File: src/rtl/conv_pkg.sv
// Shared types, defaults and puncture tables for the streaming convolutional encoder.
package conv_pkg;

  localparam int unsigned K_MAX_DEF = 7;
  localparam int unsigned N_MAX_DEF = 3;
  localparam int unsigned PHASE_W   = 2;

  typedef enum logic [1:0] {
    RATE_1_2 = 2'd0,
    RATE_1_3 = 2'd1,
    RATE_2_3 = 2'd2,
    RATE_3_4 = 2'd3
  } rate_mode_e;

  typedef enum logic [1:0] {
    IDLE = 2'd0,
    DATA = 2'd1,
    TAIL = 2'd2
  } enc_state_e;

  // Transmit masks, bit0 = polynomial 0
  localparam logic [2:0] MASK_1_2     = 3'b011;
  localparam logic [2:0] MASK_1_3     = 3'b111;
  localparam logic [2:0] MASK_2_3 [2] = '{3'b011, 3'b001};
  localparam logic [2:0] MASK_3_4 [3] = '{3'b011, 3'b001, 3'b010};

  // Number of symbols in one puncturing period
  function automatic logic [PHASE_W-1:0] punct_period(input rate_mode_e rate);
    case (rate)
      RATE_2_3: punct_period = PHASE_W'(2);
      RATE_3_4: punct_period = PHASE_W'(3);
      default:  punct_period = PHASE_W'(1);
    endcase
  endfunction

  // Mask for a given rate and puncture phase
  function automatic logic [2:0] punct_mask(input rate_mode_e rate, input logic [PHASE_W-1:0] phase);
    punct_mask = MASK_1_2;
    case (rate)
      RATE_1_2: punct_mask = MASK_1_2;
      RATE_1_3: punct_mask = MASK_1_3;
      RATE_2_3: punct_mask = phase[0] ? MASK_2_3[1] : MASK_2_3[0];
      RATE_3_4: begin
        case (phase)
          PHASE_W'(1): punct_mask = MASK_3_4[1];
          PHASE_W'(2): punct_mask = MASK_3_4[2];
          default:     punct_mask = MASK_3_4[0];
        endcase
      end
      default: punct_mask = MASK_1_2;
    endcase
  endfunction

endpackage

File: src/rtl/conv_encoder_stream_if.sv
// Input-bit and coded-symbol valid/ready streams of the convolutional encoder.
interface conv_encoder_stream_if #(
  parameter int unsigned N = conv_pkg::N_MAX_DEF
);
  logic         s_valid;
  logic         s_ready;
  logic         s_data;
  logic         s_last;
  logic         m_valid;
  logic         m_ready;
  logic [N-1:0] m_data;
  logic [N-1:0] m_mask;
  logic         m_last;

  // Encoder side: sinks information bits, sources coded symbols
  modport slave (
    input  s_valid, s_data, s_last, m_ready,
    output s_ready, m_valid, m_data, m_mask, m_last
  );

  // Environment side: sources information bits, sinks coded symbols
  modport master (
    output s_valid, s_data, s_last, m_ready,
    input  s_ready, m_valid, m_data, m_mask, m_last
  );
endinterface

File: src/rtl/conv_encoder_stream_puncture_ctrl.sv
// Puncture phase counter with mask lookup; clear forces phase 0 for the current symbol.
module puncture_ctrl
  import conv_pkg::*;
#(
  parameter int unsigned N = N_MAX_DEF
) (
  input  logic       clk_i,
  input  logic       rst_i,
  input  logic       clear_i,
  input  logic       advance_i,
  input  rate_mode_e rate_i,
  output logic [N-1:0] mask_c_o
);
  localparam int unsigned EXT_W = (N > 3) ? N : 3;

  logic [PHASE_W-1:0] phase_q, phase_d, phase_c, phase_inc_c;
  logic [EXT_W-1:0]   mask_ext_c;

  // Current phase, wrapped next phase and width-adjusted mask
  always_comb begin
    phase_c     = clear_i ? '0 : phase_q;
    phase_inc_c = phase_c + PHASE_W'(1);
    phase_d     = phase_q;
    if (advance_i) begin
      phase_d = (phase_inc_c >= punct_period(rate_i)) ? '0 : phase_inc_c;
    end else if (clear_i) begin
      phase_d = '0;
    end
    mask_ext_c = EXT_W'(punct_mask(rate_i, phase_c));
    mask_c_o   = mask_ext_c[N-1:0];
  end

  // Phase register
  always_ff @(posedge clk_i) begin
    if (rst_i) begin
      phase_q <= '0;
    end else begin
      phase_q <= phase_d;
    end
  end

endmodule

File: src/rtl/conv_encoder_stream.sv
// Streaming convolutional encoder with per-frame constraint length, rate and polynomials.
// Optional CONV_ZERO_TAIL_EN: append k-1 zero-termination tail symbols per frame.
module conv_encoder_stream
  import conv_pkg::*;
#(
  parameter int unsigned K_MAX = K_MAX_DEF,
  parameter int unsigned N_MAX = N_MAX_DEF
) (
  input  logic                         sys_clk,
  input  logic                         rst,
  input  logic [$clog2(K_MAX+1)-1:0]   i_k,
  input  logic [1:0]                   i_rate_mode,
  input  logic [K_MAX*N_MAX-1:0]       i_gen_poly_flat,
  conv_encoder_stream_if.slave         bus
);
  localparam int unsigned KW   = $clog2(K_MAX + 1);
  localparam int unsigned SR_W = K_MAX - 1;

  enc_state_e             state_q;
  logic [KW-1:0]          k_q;
  rate_mode_e             rate_q;
  logic [K_MAX*N_MAX-1:0] poly_q;
  logic [SR_W-1:0]        sr_q, sr_d;
  logic                   m_valid_q, m_last_q;
  logic [N_MAX-1:0]       m_data_q, m_mask_q;
`ifdef CONV_ZERO_TAIL_EN
  logic [KW-1:0]          tail_q;
`endif

  logic                   out_free_c, s_ready_c, accept_c, first_c;
  logic                   tail_fire_c, emit_c, last_c, in_bit_c;
  int unsigned            k_int_c;
  logic [KW-1:0]          k_sat_c, k_eff_c;
  rate_mode_e             rate_eff_c;
  logic [K_MAX*N_MAX-1:0] poly_eff_c;
  logic [SR_W-1:0]        hist_c;
  logic [K_MAX-1:0]       kmask_c, win_c;
  logic [N_MAX-1:0]       code_c, punct_mask_c;

  // Handshake, effective frame configuration and encoder window
  always_comb begin
    out_free_c = !m_valid_q || bus.m_ready;
    s_ready_c  = !rst && ((state_q == IDLE) || (state_q == DATA)) && out_free_c;
    accept_c   = bus.s_valid && s_ready_c;
    first_c    = (state_q == IDLE);

    k_int_c = 32'(i_k);
    if (k_int_c < 32'd2) begin
      k_sat_c = KW'(2);
    end else if (k_int_c > K_MAX) begin
      k_sat_c = KW'(K_MAX);
    end else begin
      k_sat_c = i_k;
    end

    k_eff_c    = first_c ? k_sat_c : k_q;
    rate_eff_c = first_c ? rate_mode_e'(i_rate_mode) : rate_q;
    poly_eff_c = first_c ? i_gen_poly_flat : poly_q;

`ifdef CONV_ZERO_TAIL_EN
    tail_fire_c = (state_q == TAIL) && out_free_c && (tail_q != '0);
    last_c      = tail_fire_c && (tail_q == KW'(1));
`else
    tail_fire_c = 1'b0;
    last_c      = accept_c && bus.s_last;
`endif
    emit_c   = accept_c || tail_fire_c;
    in_bit_c = accept_c && bus.s_data;

    // A new frame starts from the all-zero encoder state
    hist_c = first_c ? '0 : sr_q;
    for (int unsigned i = 0; i < K_MAX; i++) begin
      kmask_c[i] = (i < 32'(k_eff_c));
    end
    win_c = {hist_c, in_bit_c} & kmask_c;
    sr_d  = win_c[SR_W-1:0];

    for (int unsigned j = 0; j < N_MAX; j++) begin
      code_c[j] = ^(poly_eff_c[j*K_MAX +: K_MAX] & win_c);
    end
  end

  puncture_ctrl #(
    .N (N_MAX)
  ) u_punct (
    .clk_i     (sys_clk),
    .rst_i     (rst),
    .clear_i   (accept_c && first_c),
    .advance_i (emit_c),
    .rate_i    (rate_eff_c),
    .mask_c_o  (punct_mask_c)
  );

  // Frame FSM, shift register and registered output symbol
  always_ff @(posedge sys_clk) begin
    if (rst) begin
      state_q   <= IDLE;
      k_q       <= KW'(2);
      rate_q    <= RATE_1_2;
      poly_q    <= '0;
      sr_q      <= '0;
      m_valid_q <= 1'b0;
      m_data_q  <= '0;
      m_mask_q  <= '0;
      m_last_q  <= 1'b0;
`ifdef CONV_ZERO_TAIL_EN
      tail_q    <= '0;
`endif
    end else begin
      if (emit_c) begin
        m_valid_q <= 1'b1;
        m_data_q  <= code_c & punct_mask_c;
        m_mask_q  <= punct_mask_c;
        m_last_q  <= last_c;
        sr_q      <= sr_d;
      end else if (bus.m_ready) begin
        m_valid_q <= 1'b0;
      end

      case (state_q)
        IDLE: begin
          if (accept_c) begin
            k_q    <= k_sat_c;
            rate_q <= rate_eff_c;
            poly_q <= i_gen_poly_flat;
            if (bus.s_last) begin
`ifdef CONV_ZERO_TAIL_EN
              state_q <= TAIL;
              tail_q  <= k_sat_c - KW'(1);
`else
              state_q <= IDLE;
`endif
            end else begin
              state_q <= DATA;
            end
          end
        end
        DATA: begin
          if (accept_c && bus.s_last) begin
`ifdef CONV_ZERO_TAIL_EN
            state_q <= TAIL;
            tail_q  <= k_q - KW'(1);
`else
            state_q <= IDLE;
`endif
          end
        end
`ifdef CONV_ZERO_TAIL_EN
        TAIL: begin
          if (out_free_c) begin
            if (tail_q != '0) begin
              tail_q <= tail_q - KW'(1);
            end else begin
              state_q <= IDLE;
            end
          end
        end
`endif
        default: state_q <= IDLE;
      endcase
    end
  end

  assign bus.s_ready = s_ready_c;
  assign bus.m_valid = m_valid_q;
  assign bus.m_data  = m_data_q;
  assign bus.m_mask  = m_mask_q;
  assign bus.m_last  = m_last_q;

endmodule

File: src/flat_wrapper.sv
// flat-port wrapper written by rule: the top's interface ports become plain ports
module conv_encoder_stream_flat import conv_pkg::*;
#(
  parameter int unsigned K_MAX = K_MAX_DEF,
  parameter int unsigned N_MAX = N_MAX_DEF
)
  (sys_clk, rst, i_k, i_rate_mode, i_gen_poly_flat, bus_s_valid, bus_s_data, bus_s_last, bus_m_ready, bus_s_ready, bus_m_valid, bus_m_data, bus_m_mask, bus_m_last);
  conv_encoder_stream_if bus_i ();
  input  logic sys_clk;
  input  logic rst;
  input  logic [$clog2(K_MAX+1)-1:0] i_k;
  input  logic [1:0] i_rate_mode;
  input  logic [K_MAX*N_MAX-1:0] i_gen_poly_flat;
  input wire logic [$bits(bus_i.s_valid)-1:0] bus_s_valid;
  input wire logic [$bits(bus_i.s_data)-1:0] bus_s_data;
  input wire logic [$bits(bus_i.s_last)-1:0] bus_s_last;
  input wire logic [$bits(bus_i.m_ready)-1:0] bus_m_ready;
  output wire logic [$bits(bus_i.s_ready)-1:0] bus_s_ready;
  output wire logic [$bits(bus_i.m_valid)-1:0] bus_m_valid;
  output wire logic [$bits(bus_i.m_data)-1:0] bus_m_data;
  output wire logic [$bits(bus_i.m_mask)-1:0] bus_m_mask;
  output wire logic [$bits(bus_i.m_last)-1:0] bus_m_last;
  assign bus_i.s_valid = bus_s_valid;
  assign bus_i.s_data = bus_s_data;
  assign bus_i.s_last = bus_s_last;
  assign bus_i.m_ready = bus_m_ready;
  assign bus_s_ready = bus_i.s_ready;
  assign bus_m_valid = bus_i.m_valid;
  assign bus_m_data = bus_i.m_data;
  assign bus_m_mask = bus_i.m_mask;
  assign bus_m_last = bus_i.m_last;
  conv_encoder_stream #(.K_MAX(K_MAX), .N_MAX(N_MAX)) u_core (.sys_clk(sys_clk), .rst(rst), .i_k(i_k), .i_rate_mode(i_rate_mode), .i_gen_poly_flat(i_gen_poly_flat), .bus(bus_i));
endmodule
File: config.mk
export PLATFORM = sky130hd
export DESIGN_NAME = conv_encoder_stream_flat
export DESIGN_NICKNAME = d
export VERILOG_FILES = /design/src/rtl/conv_pkg.sv /design/src/rtl/conv_encoder_stream_if.sv /design/src/rtl/conv_encoder_stream_puncture_ctrl.sv /design/src/rtl/conv_encoder_stream.sv /design/src/flat_wrapper.sv
export SDC_FILE = /design/constraint.sdc
export NUM_CORES = 1
export LEC_CHECK = 0
export ABC_AREA = 1
export CORE_MARGIN = 2
export CORE_UTILIZATION = 35
export DETAILED_ROUTE_END_ITERATION = 7
export PLACE_DENSITY = 0.65
export SKIP_LAST_GASP = 1
export SLEW_MARGIN = 20
export SYNTH_ARGS = -nofsm -noshare
export SYNTH_HDL_FRONTEND = slang
export SYNTH_SLANG_ARGS = --single-unit
File: constraint.sdc
create_clock -name sys_clk -period 2.3 [get_ports sys_clk]
set_input_delay 0.46 -clock sys_clk [delete_from_list [all_inputs] [get_ports sys_clk]]
set_output_delay 0.46 -clock sys_clk [all_outputs]
set_load 0.005 [all_outputs]
==> results_dict.tcl <==
set metrics [dict create \
    status "completed" \
    cts_tree "done" \
    start_util 0.3651 \
    fin_nets 486 \
    vias 2664 \
    leakage_nw 1.505 \
    ys_ff_latch 43 \
    ir_worst_vdd_mv 0.2336 \
    fin_crit_sh 0.9421 \
    antenna_found_initial 0 \
    synth_most_common_cell "nand2_1" \
    max-clock-path-buffers 2 \
    fp-row-count 31 \
    max_freq_mhz 461.5 \
    async_flop_share 0 \
    fillers 744 \
    arrival_ns 2.40 \
    yosysWarnings 0 \
    synth_ff_type "dfxtp_1" \
    ctsHoldBuffers 0 \
    avgViaCountPerCell 4.852 \
    routed_wirelength_microns 6770 \
    gp_congestion 0.7630 \
    syn_to_final_growth_pct 25.48 \
    seqCellArea_sq_um 860.8 \
    worstSetupPathType "input pin to flop" \
    io_pins 41 \
    multiInputGateArea_sq_um 1570 \
    postLayoutCoreUtil 0.4581 \
    numCtsBuffers 5 \
    synth_cells 407 \
    finalPower_mw 1.767 \
    min_from "u_core.poly_q[11]$_SDFFE_PP0P_" \
    syn_area_sq_um 2676 \
    synthTopCellsByArea "dfxtp_1, nand2_1, a21oi_1" \
    cts.sinks 43 \
    first_iter_violations 106 \
    hold_path.class "flop to flop" \
    rsz0062_at_grt "no" \
    h-tree-depth 2 \
    clkTransAtPathRegs_ns 0.08 \
    tightestPinTransition_ns 0.5043 \
    cp_max_fo 4 \
    final_layout_size_suffix_gt1_frac 0.1333 \
    synth_fp_nets 444 \
    dpl.hpwl_microns 4983 \
    cp-startpoint "bus_m_ready" \
    synth_edf_count 0 \
    numPortBuffers 40 \
    hold_violations 0 \
    seq_area_frac_synth 0.3216 \
    cp-start-kind "input pin" \
    grt_pass1_wl_microns 11540 \
    finClkSkew_ns 0.01023 \
    die_y_microns 91.45 \
    synth_area_per_cell_sq_um 6.576 \
    post_cts_buffers 0 \
    synth_common_cells "nand2_1, dfxtp_1, inv_1" \
    antenna_left 0 \
    clock-root-buffer "clkbuf_8" \
    grt_max_degree 26 \
    clock_latency_ns 0.30 \
    n_antenna_cell 0 \
    finalCriticalPeriod_ns 2.167 \
    drcViolationCount 0 \
    fp.coreArea_sq_um 7331 \
    synth_top_area_frac 0.3216 \
    crit_path_end_kind "flop" \
    wl_per_cell_microns 12.33 \
    synth_cell_type_count 32 \
    die_w_microns 91.45 \
    overflow 0 \
    synth_area_leader_cell "dfxtp_1" \
    cp.required_ns 2.54 \
    drv_cap 0 \
    setup_tns_ns 0 \
    track_usage 0.1674 \
    r2r_start "u_core.state_q[0]$_SDFFE_PP0P_" \
    cts_resized 0 \
    slew-limit-headroom 0.6633 \
    slew_violations 0 \
    grt_pass1_vias 2615 \
    powerDensity_nw_per_um2 526.3 \
    die_area_sq_um 8362 \
    dr.pass1.iters 4 \
    finalSetupViolCount 0 \
]
final timing paths:
path         cells past startpoint                              endpoint  slack [ns]
max                             14  u_core.u_punct.phase_q[0]$_SDFF_PP0_        0.13
min                              2        u_core.poly_q[11]$_SDFFE_PP0P_        0.45
max reg2reg                     10  u_core.u_punct.phase_q[0]$_SDFF_PP0_        0.15
min reg2reg                      2        u_core.poly_q[11]$_SDFFE_PP0P_        0.45
through the flow:
stage	instance area, sq um	std cells	hold slack (ns)	setup slack (ns)
detailed placement	3204	541	0.4369	-0.2513
global placement	3204	541	0.4329	-0.1859
finish	3358	549	0.4462	0.1331
global route	3358	549	0.4698	0.005519
floorplan	2714	407	0.4245	-0.05452
CTS	3322	549	0.4497	0.005116
layout make-up:
class,count,share of cell area
sequential,43,0.2563
clock buffer,6,0.02459
multi-input combinational,300,0.4676
clock inverter,2,0.01043
timing repair buffer,53,0.1513
inverter,46,0.05291
tap,99,0.03689
flip-flops by register name (all words and copies together) (netlist names):
register / count
u_core.bus.m_data: 3
u_core.rate_q: 2
u_core.state_q: 1
u_core.poly_q: 21
u_core.k_q: 3
u_core.sr_q: 6
u_core.bus.m_valid: 1
u_core.bus.m_mask: 3
u_core.u_punct.phase_q: 2
u_core.bus.m_last: 1
critical path, cell delays in order:
cell,delay (ns)
clkdlybuf4s50_1,0.45
inv_1,0.05
nand2_2,0.08
nand3_4,0.08
nor2_4,0.09
inv_2,0.06
nand2_2,0.06
inv_1,0.04
ha_1,0.26
inv_1,0.11
ha_4,0.22
a211oi_4,0.20
nand2_1,0.10
a21oi_2,0.14
metal layers:
metal / track usage / share of wire / routed length (microns)
met2: 0.2849 / 0.48 / 3237
met5: 0 / 0 / 0
met1: 0.2119 / 0.47 / 3176
met3: 0.03485 / 0.037 / 251
met4: 0.04924 / 0.015 / 104
logic make-up after synthesis:
| kind of cell | after synthesis | synth area share |
|---|---|---|
| simple gates | 222 | 0.3904 |
| compound gates | 68 | 0.1421 |
| buf+inv | 64 | 0.1061 |
| flops | 43 | 0.3216 |
| xor+xnor | 5 | 0.01637 |
| fa+ha+maj | 5 | 0.02338 |
report_power, final:
| group | internal (mW) | switching [mW] |
|---|---|---|
| combinational | 0.145 | 0.196 |
| clock | 0.352 | 0.271 |
| sequential | 0.782 | 0.0225 |
| total | 1.28 | 0.489 |
cell usage in the layout, fill, tap and decap left out, drive strengths merged, types with 2 or more instances in the layout:
cell           instances
nand3                 31
dfxtp                 43
nand2                156
clkdlybuf4s50         39
inv                   46
clkbuf                 6
buf                   13
nand4                 18
xor2                   2
nor2                  16
xnor2                  3
ha                     5
o21ai                 24
a21oi                 40
Note: power is estimated with default switching activity, not from simulation.
